**src/rtl/pipeline_pkg.sv**
```systemverilog
// Shared pipeline widths and the MEM-stage handshake state encoding.
package pipeline_pkg;

  localparam int unsigned DATA_W = 32;
  localparam int unsigned REG_W  = 5;

  typedef enum logic {
    StIdle = 1'b0,
    StBusy = 1'b1
  } mem_state_e;

endpackage

```
**src/rtl/memwbreg.sv**
```systemverilog
// MEM/WB pipeline register; a bubble clears the control bits while data fields hold.
module memwbreg
  import pipeline_pkg::*;
(
  input  logic              clk,
  input  logic              rst_n,
  input  logic              bubble,
  input  logic [DATA_W-1:0] alures_in,
  input  logic [REG_W-1:0]  rd_in,
  input  logic              memtoreg_in,
  input  logic              regwrite_in,
  input  logic              misalign_in,
  input  logic              buserr_in,
  input  logic              rdata_en,
  input  logic [DATA_W-1:0] rdata_in,
  output logic [DATA_W-1:0] memdata_wb,
  output logic [DATA_W-1:0] alures_wb,
  output logic [REG_W-1:0]  rd_wb,
  output logic              memtoreg_wb,
  output logic              regwrite_wb,
  output logic              misalign_wb,
  output logic              buserr_wb
);

  always_ff @(posedge clk or negedge rst_n) begin
    if (!rst_n) begin
      memdata_wb  <= '0;
      alures_wb   <= '0;
      rd_wb       <= '0;
      memtoreg_wb <= 1'b0;
      regwrite_wb <= 1'b0;
      misalign_wb <= 1'b0;
      buserr_wb   <= 1'b0;
    end else if (bubble) begin
      memtoreg_wb <= 1'b0;
      regwrite_wb <= 1'b0;
      misalign_wb <= 1'b0;
      buserr_wb   <= 1'b0;
    end else begin
      alures_wb   <= alures_in;
      rd_wb       <= rd_in;
      memtoreg_wb <= memtoreg_in;
      regwrite_wb <= regwrite_in;
      misalign_wb <= misalign_in;
      buserr_wb   <= buserr_in;
      if (rdata_en) memdata_wb <= rdata_in;
    end
  end

endmodule

```
**src/rtl/mem_stage.sv**
```systemverilog
// MEM pipeline stage: data-memory handshake with wait-state stall, timeout abort
// and misaligned-access trap, feeding the MEM/WB register.
module mem_stage
  import pipeline_pkg::*;
#(
  parameter int unsigned TIMEOUT_CYCLES = 15
) (
  input  logic              clk,
  input  logic              rst_n,
  input  logic              zero_ex,
  input  logic              branch_ex,
  input  logic              memread_ex,
  input  logic              memwrite_ex,
  input  logic              memtoreg_ex,
  input  logic              regwrite_ex,
  input  logic [DATA_W-1:0] alures_ex,
  input  logic [DATA_W-1:0] b_ex,
  input  logic [REG_W-1:0]  rd_ex,
  output logic              dmem_req,
  output logic              dmem_we,
  output logic [DATA_W-1:0] dmem_addr,
  output logic [DATA_W-1:0] dmem_wdata,
  input  logic [DATA_W-1:0] dmem_rdata,
  input  logic              dmem_ack,
  output logic              pcsrc,
  output logic              stall,
  output logic [DATA_W-1:0] memdata_wb,
  output logic [DATA_W-1:0] alures_wb,
  output logic [REG_W-1:0]  rd_wb,
  output logic              memtoreg_wb,
  output logic              regwrite_wb,
  output logic              misalign_wb,
  output logic              buserr_wb
);

  localparam int unsigned CntW = (TIMEOUT_CYCLES > 15) ? $clog2(TIMEOUT_CYCLES) : 4;

  mem_state_e      state_q;
  logic [CntW-1:0] cnt_q;
  logic            access, misaligned, timeout_hit, read_done, fault;

  assign pcsrc      = branch_ex & zero_ex;
  assign access     = memread_ex | memwrite_ex;
  assign misaligned = access & (alures_ex[1:0] != 2'b00);

  // Gated by rst_n so the bus and stall drop the instant reset asserts.
  assign dmem_req    = rst_n & (((state_q == StIdle) & access & ~misaligned) |
                                (state_q == StBusy));
  assign dmem_we     = memwrite_ex;
  assign dmem_addr   = alures_ex;
  assign dmem_wdata  = b_ex;
  assign timeout_hit = (state_q == StBusy) & (cnt_q == CntW'(TIMEOUT_CYCLES - 1)) & ~dmem_ack;
  assign stall       = dmem_req & ~dmem_ack & ~timeout_hit;
  // Write wins over read, so a combined read/write never captures read data.
  assign read_done   = dmem_req & dmem_ack & memread_ex & ~memwrite_ex;
  assign fault       = misaligned | timeout_hit;

  always_ff @(posedge clk or negedge rst_n) begin
    if (!rst_n) begin
      state_q <= StIdle;
      cnt_q   <= '0;
    end else begin
      unique case (state_q)
        StIdle: begin
          if (access && !misaligned && !dmem_ack) begin
            state_q <= StBusy;
            cnt_q   <= '0;
          end
        end
        StBusy: begin
          if (dmem_ack || timeout_hit) begin
            state_q <= StIdle;
          end else if (cnt_q != '1) begin
            cnt_q <= cnt_q + 1'b1;
          end
        end
        default: state_q <= StIdle;
      endcase
    end
  end

  memwbreg u_memwbreg (
    .clk         (clk),
    .rst_n       (rst_n),
    .bubble      (stall),
    .alures_in   (alures_ex),
    .rd_in       (rd_ex),
    .memtoreg_in (memtoreg_ex & ~fault),
    .regwrite_in (regwrite_ex & ~fault),
    .misalign_in (misaligned),
    .buserr_in   (timeout_hit),
    .rdata_en    (read_done),
    .rdata_in    (dmem_rdata),
    .memdata_wb  (memdata_wb),
    .alures_wb   (alures_wb),
    .rd_wb       (rd_wb),
    .memtoreg_wb (memtoreg_wb),
    .regwrite_wb (regwrite_wb),
    .misalign_wb (misalign_wb),
    .buserr_wb   (buserr_wb)
  );

endmodule

```
**config.mk**
```make
export PLATFORM = sky130hd
export DESIGN_NAME = mem_stage
export DESIGN_NICKNAME = d
export VERILOG_FILES = /design/src/rtl/pipeline_pkg.sv /design/src/rtl/memwbreg.sv /design/src/rtl/mem_stage.sv
export SDC_FILE = /design/constraint.sdc
export NUM_CORES = 1
export LEC_CHECK = 0
export ABC_CLOCK_PERIOD_IN_PS = 4400
export CORE_ASPECT_RATIO = 1.2
export CORE_MARGIN = 5
export CORE_UTILIZATION = 38
export DETAILED_ROUTE_END_ITERATION = 12
export PLACE_DENSITY = 0.83
export REMOVE_ABC_BUFFERS = 1
export SLEW_MARGIN = 10
export SYNTH_ARGS = -nofsm -noshare
export SYNTH_HDL_FRONTEND = slang
export SYNTH_SLANG_ARGS = --single-unit
```
**constraint.sdc**
```tcl
create_clock -name clk -period 4.4 [get_ports clk]
set_input_delay 0.66 -clock clk [delete_from_list [all_inputs] [get_ports clk]]
set_output_delay 0.66 -clock clk [all_outputs]
set_load 0.03 [all_outputs]
```
# --- Word level (Yosys, flattened, before mapping) ---
# Cells that the tools add are included.
classes:
  bitwise_logic: 24
  n_eq_ne: 5
  n_reduce_logical: 8
  n_mux: 11
  add_sub_neg: 1
ops:
  columns: ["operator", "n"]
  rows:
  - ["1-bit bitwise AND", 14]
  - ["4-bit 2-to-1 mux", 3]
  - ["4-bit case mux with 2 select lines", 1]
  - ["1-bit NOT", 7]
  - ["1-bit 2-to-1 mux", 6]
  - ["4-bit by 1-bit adder with 4-bit output (second input constant)", 1]
  - ["4-bit equality test (second input constant)", 1]
  - ["2-bit by 1-bit inequality test with 1-bit output (second input constant)", 2]
  - ["4-bit inequality test (second input constant)", 1]
  - ["1-bit bitwise OR", 3]
  - ["3-bit AND reduction", 1]
  - ["1-bit logical AND", 2]
  - ["1-bit zero test", 2]
  - ["2-bit inequality test (second input constant)", 1]
  - ["1-bit case mux with 2 select lines", 1]
  - ["2-bit AND reduction", 1]
  - ["2-bit nonzero test", 1]
  - ["1-bit logical OR", 1]
word_totals:
  wordCells: 58
  reg_bits: 78
  output_inout_bits: 141

# --- Depth between registers and ports, before layout ---
logic_depth:
  word_depth: 10
  mapped_depth: 7
  mapped_depth_nobuf: 6

# --- Modules after synthesis ---
# A second synthesis with hierarchy kept.
unflattened:
  cells_unflattened: 263
  area_unflattened_um2: 3739.8
by_module_without_submodules:
  columns: ["mod", "n_inst", "area_per_inst_um2", "cells_each"]
  rows:
  - ["memwbreg", 1, 2849.0, 156]
  - ["mem_stage", 1, 890.9, 107]

# --- Worst setup path before layout ---
# Ideal clock, no wire load.
synth_timing:
  path_kind: "input to output"
  from: "input memwrite_ex"
  to: "output stall"
  n_path_buf: 1
  arrival_ns: 1.471
  t_required_ns: 3.740
  cell_stages: 4
  slack_ns: 2.269
  path_cell_list: "or2_2 > a21oi_2 > nor3b_1 > buf_2"
synth_between:
  elab_chain_cells: 8
  word_cells_on_any_way: 9
synth_rtl:
  columns: ["element", "line_no", "rtl"]
  rows:
  - ["start: declaration", "mem_stage.sv:13", "input logic memwrite_ex,"]
  - ["1-bit bitwise OR *", "mem_stage.sv:43", "assign access = memread_ex | memwrite_ex;"]
  - ["1-bit bitwise AND", "mem_stage.sv:44", "assign misaligned = access & (alures_ex[1:0] != 2'b00);"]
  - ["1-bit NOT", "mem_stage.sv:47", "assign dmem_req = rst_n & (((state_q == StIdle) & access & ~misaligned) |"]
  - ["1-bit bitwise AND *", "mem_stage.sv:47", null]
  - ["1-bit bitwise OR *", "mem_stage.sv:47", null]
  - ["1-bit bitwise AND *", "mem_stage.sv:47", null]
  - ["1-bit bitwise AND * (2 in series)", "mem_stage.sv:53", "assign stall = dmem_req & ~dmem_ack & ~timeout_hit;"]
  - ["end: declaration", "mem_stage.sv:26", "output logic stall,"]
# Mark *: on every way between the ends. The rest lies on a longest branch, timed or not.

# --- Worst setup path in the final report ---
layout_timing:
  from: "input alures_ex[1]"
  to: "output stall"
layout_between:
  elab_chain_cells: 8
layout_rtl:
  columns: ["element", "line_no", "rtl"]
  rows:
  - ["start: declaration", "mem_stage.sv:16", "input logic [DATA_W-1:0] alures_ex,"]
  - ["2-bit nonzero test", "mem_stage.sv:44", null]
  - ["1-bit bitwise AND", "mem_stage.sv:44", null]
  - ["1-bit NOT", "mem_stage.sv:47", null]
  - ["1-bit bitwise AND", "mem_stage.sv:47", null]
  - ["1-bit bitwise OR", "mem_stage.sv:47", null]
  - ["1-bit bitwise AND", "mem_stage.sv:47", null]
  - ["1-bit bitwise AND (2 in series)", "mem_stage.sv:53", null]
# Every way passes these cells.

==> flow_metrics.tcl <==
set metrics [dict create \
    status "complete, no violations" \
    synthAdderAreaFrac_pct 0.689 \
    utilization_pct 57.1 \
    wl_mm 9.25 \
    cts.sinks 78 \
    cts_hold_buf 0 \
    htree_levels 3 \
    drive_above_1_share_pct 22.9 \
    critPathMaxStageDelay_ns 0.76 \
    row_count 39 \
    peakVddDrop_uv 221 \
    grt.total_usage_pct 15.3 \
    fp.dieH_um 117 \
    path_buf_inv 2 \
    worstSetupEndpointType "output port" \
    io_pins 251 \
    cts_made_buffers 9 \
    drt_iter0_markers 47 \
    crit_slowest_cell "clkdlybuf4s50_1" \
    tightestPinTransition_ns 0.607 \
    fmax_mhz 321 \
    mostFrequentLayoutCells "clkdlybuf4s50_1 (185), dfrtp_1 (78), mux2_2 (39)" \
    postCtsSetupBuffers 0 \
    synth_top_family_by_area "multiplexers" \
    portBuffers 186 \
    skew_ns 0.00735 \
    syn_area_per_cell_um2 14.1 \
    grt_pass1_wl_mm 13.4 \
    grt_max_degree 49 \
    place_inst 496 \
    syn_to_final_growth_pct 48.2 \
    synthMuxAreaShare_pct 24.8 \
    yosysWarnings 0 \
    crit_chain "clkdlybuf4s50_1 > nor2_2 > a21oi_2 > nor3b_2 > clkdlybuf4s50_1" \
    fin_setup_tns_ns 0 \
    grt.overflow.total 0 \
    dr_total_vias 2362 \
    cap_violations 0 \
    ys_seq_area_share_pct 53.8 \
    clk_path_buf_depth 2 \
    syn-instance-count 258 \
    critical_path.top_delay_family "buffers and inverters" \
    clk_pin_slew_ns 0.05 \
    synth_seq_cells 78 \
    drc_errors 0 \
    antenna-diode-count 0 \
    path_class "primary input to output port" \
    synthSimpleGateAreaFrac_pct 3.41 \
    hpwl_mm 7.44 \
    finalNonFillerCells 511 \
    first_pass_iters 4 \
    dieArea_um2 11600 \
    finalHoldViolCount 0 \
    p_per_area_nw_per_um2 423 \
    synth_area_um2 3630 \
    leakage_nw 2.33 \
    place_area_um2 5110 \
    min_period_over_period_pct 70.8 \
    grt_pass1_vias 2493 \
    drv_slew 0 \
    critPathLaunchType "primary input" \
    path_max_fanout 5 \
    fin_nets 496 \
    critPathArrivalTime_ns 2.45 \
    fin_hold_ws_ns 0.263 \
    required_ns 3.74 \
    slew-limit-headroom_pct 59.6 \
    mostFrequentLayoutCell "clkdlybuf4s50_1" \
    initial_core_util_pct 38.5 \
    cts_root_buffer "clkbuf_16" \
    synth_cell_types 26 \
    die_w_um 99.2 \
    antenna_found_initial 0 \
    synth_xor_area_share_pct 0 \
    fin_area_um2 5380 \
    min_period_ns 3.11 \
    clock_latency_ns 0.32 \
    cp_common_cell "clkdlybuf4s50_1" \
    synth_compound_area_share_pct 1.59 \
    setup_viol 0 \
    wl_per_cell_um 18.1 \
    rsz0062_at_grt "false" \
    hp-class "primary input to async pin" \
    cts_tree "built" \
    ant_nets 0 \
    cts.repair.resized 0 \
    gp_congestion 0.809 \
    vias_per_cell 4.62 \
    core_area_um2 9420 \
]
==> synthesized netlist by cell type <==
master	number	share of area, %
and2_1	1	0.17
o21ai_0	2	0.28
mux2_2	39	12
buf_4	65	13
nand2b_1	1	0.17
o31ai_1	2	0.41
or4b_4	1	0.38
a21oi_2	1	0.24
or2_2	1	0.17
dfrtp_1	78	54
o211ai_1	2	0.41
mux2_4	30	12
inv_1	5	0.52
nand3b_1	1	0.21
nand3_1	4	0.55
buf_6	4	1.2
nor3b_1	2	0.41
o221ai_1	1	0.24
nand4_1	1	0.17
mux2i_1	1	0.28
ha_1	2	0.69
nor2_2	1	0.17
nand2_1	2	0.21
buf_2	4	0.55
nor2_1	6	0.62
nor2b_1	1	0.17
==> worst paths after layout <==
path                                      from                        to  slack (ns)  cells after the start
max reg2reg                           cnt_q[0]   u_memwbreg.alures_wb[1]        2.31                      6
min reg2reg                u_memwbreg.rd_wb[1]       u_memwbreg.rd_wb[1]        0.50                      1
max in group asynchronous                rst_n  u_memwbreg.alures_wb[11]        3.18                      2
max                               alures_ex[1]                     stall        1.29                      5
min                                      rst_n      u_memwbreg.buserr_wb        0.26                      1
min in group clk           u_memwbreg.rd_wb[1]       u_memwbreg.rd_wb[1]        0.50                      1
==> metal layers <==
layer / routed length, µm / global-route usage [%] / vias to the layer above
met2: 4150 / 22.9 / 168
li1: - / - / 1058
met1: 3650 / 17.7 / 1126
met4: 119 / 6.01 / 0
met5: 0 / 2.99 / -
met3: 1330 / 9.07 / 10
==> cell type report <==
cell class | count | area, µm²
tap | 123 | 154
inverter | 5 | 18.8
fill | 762 | 4040
timing repair buffer | 188 | 1870
sequential | 78 | 1950
clock buffer | 14 | 264
multi-input combinational | 102 | 1110
clock inverter | 1 | 5.00
==> metrics by stage <==
step / worst slack [ns] / power, mW
3_5_place_dp: 1.22 / 1.63
3_3_place_gp: 1.26 / 1.62
5_1_grt: 1.14 / 2.38
6_report: 1.29 / 2.28
4_1_cts: 1.22 / 2.31
2_1_floorplan: -0.548 / 1.24
==> cells by family after synthesis <==
family,after synthesis
buffers and inverters,78
DFF,78
muxes,70
and+or+nand+nor,22
AOI/OAI and AO/OA,8
adders and majority gates,2
==> flip-flops by register name, indices dropped and copies added (netlist names) <==
name and cells:
u_memwbreg.buserr_wb 1, state_q 1, u_memwbreg.alures_wb 32, u_memwbreg.misalign_wb 1
u_memwbreg.regwrite_wb 1, cnt_q 4, u_memwbreg.memdata_wb 32, u_memwbreg.memtoreg_wb 1
u_memwbreg.rd_wb 5
==> power breakdown <==
group | internal (mW) | switching [mW] | total [mW]
Sequential | 0.822 | 0.0597 | 0.881
Clock | 0.409 | 0.252 | 0.661
Combinational | 0.372 | 0.363 | 0.735
Total | 1.60 | 0.674 | 2.28
Note: power is estimated with default switching activity, not from simulation.
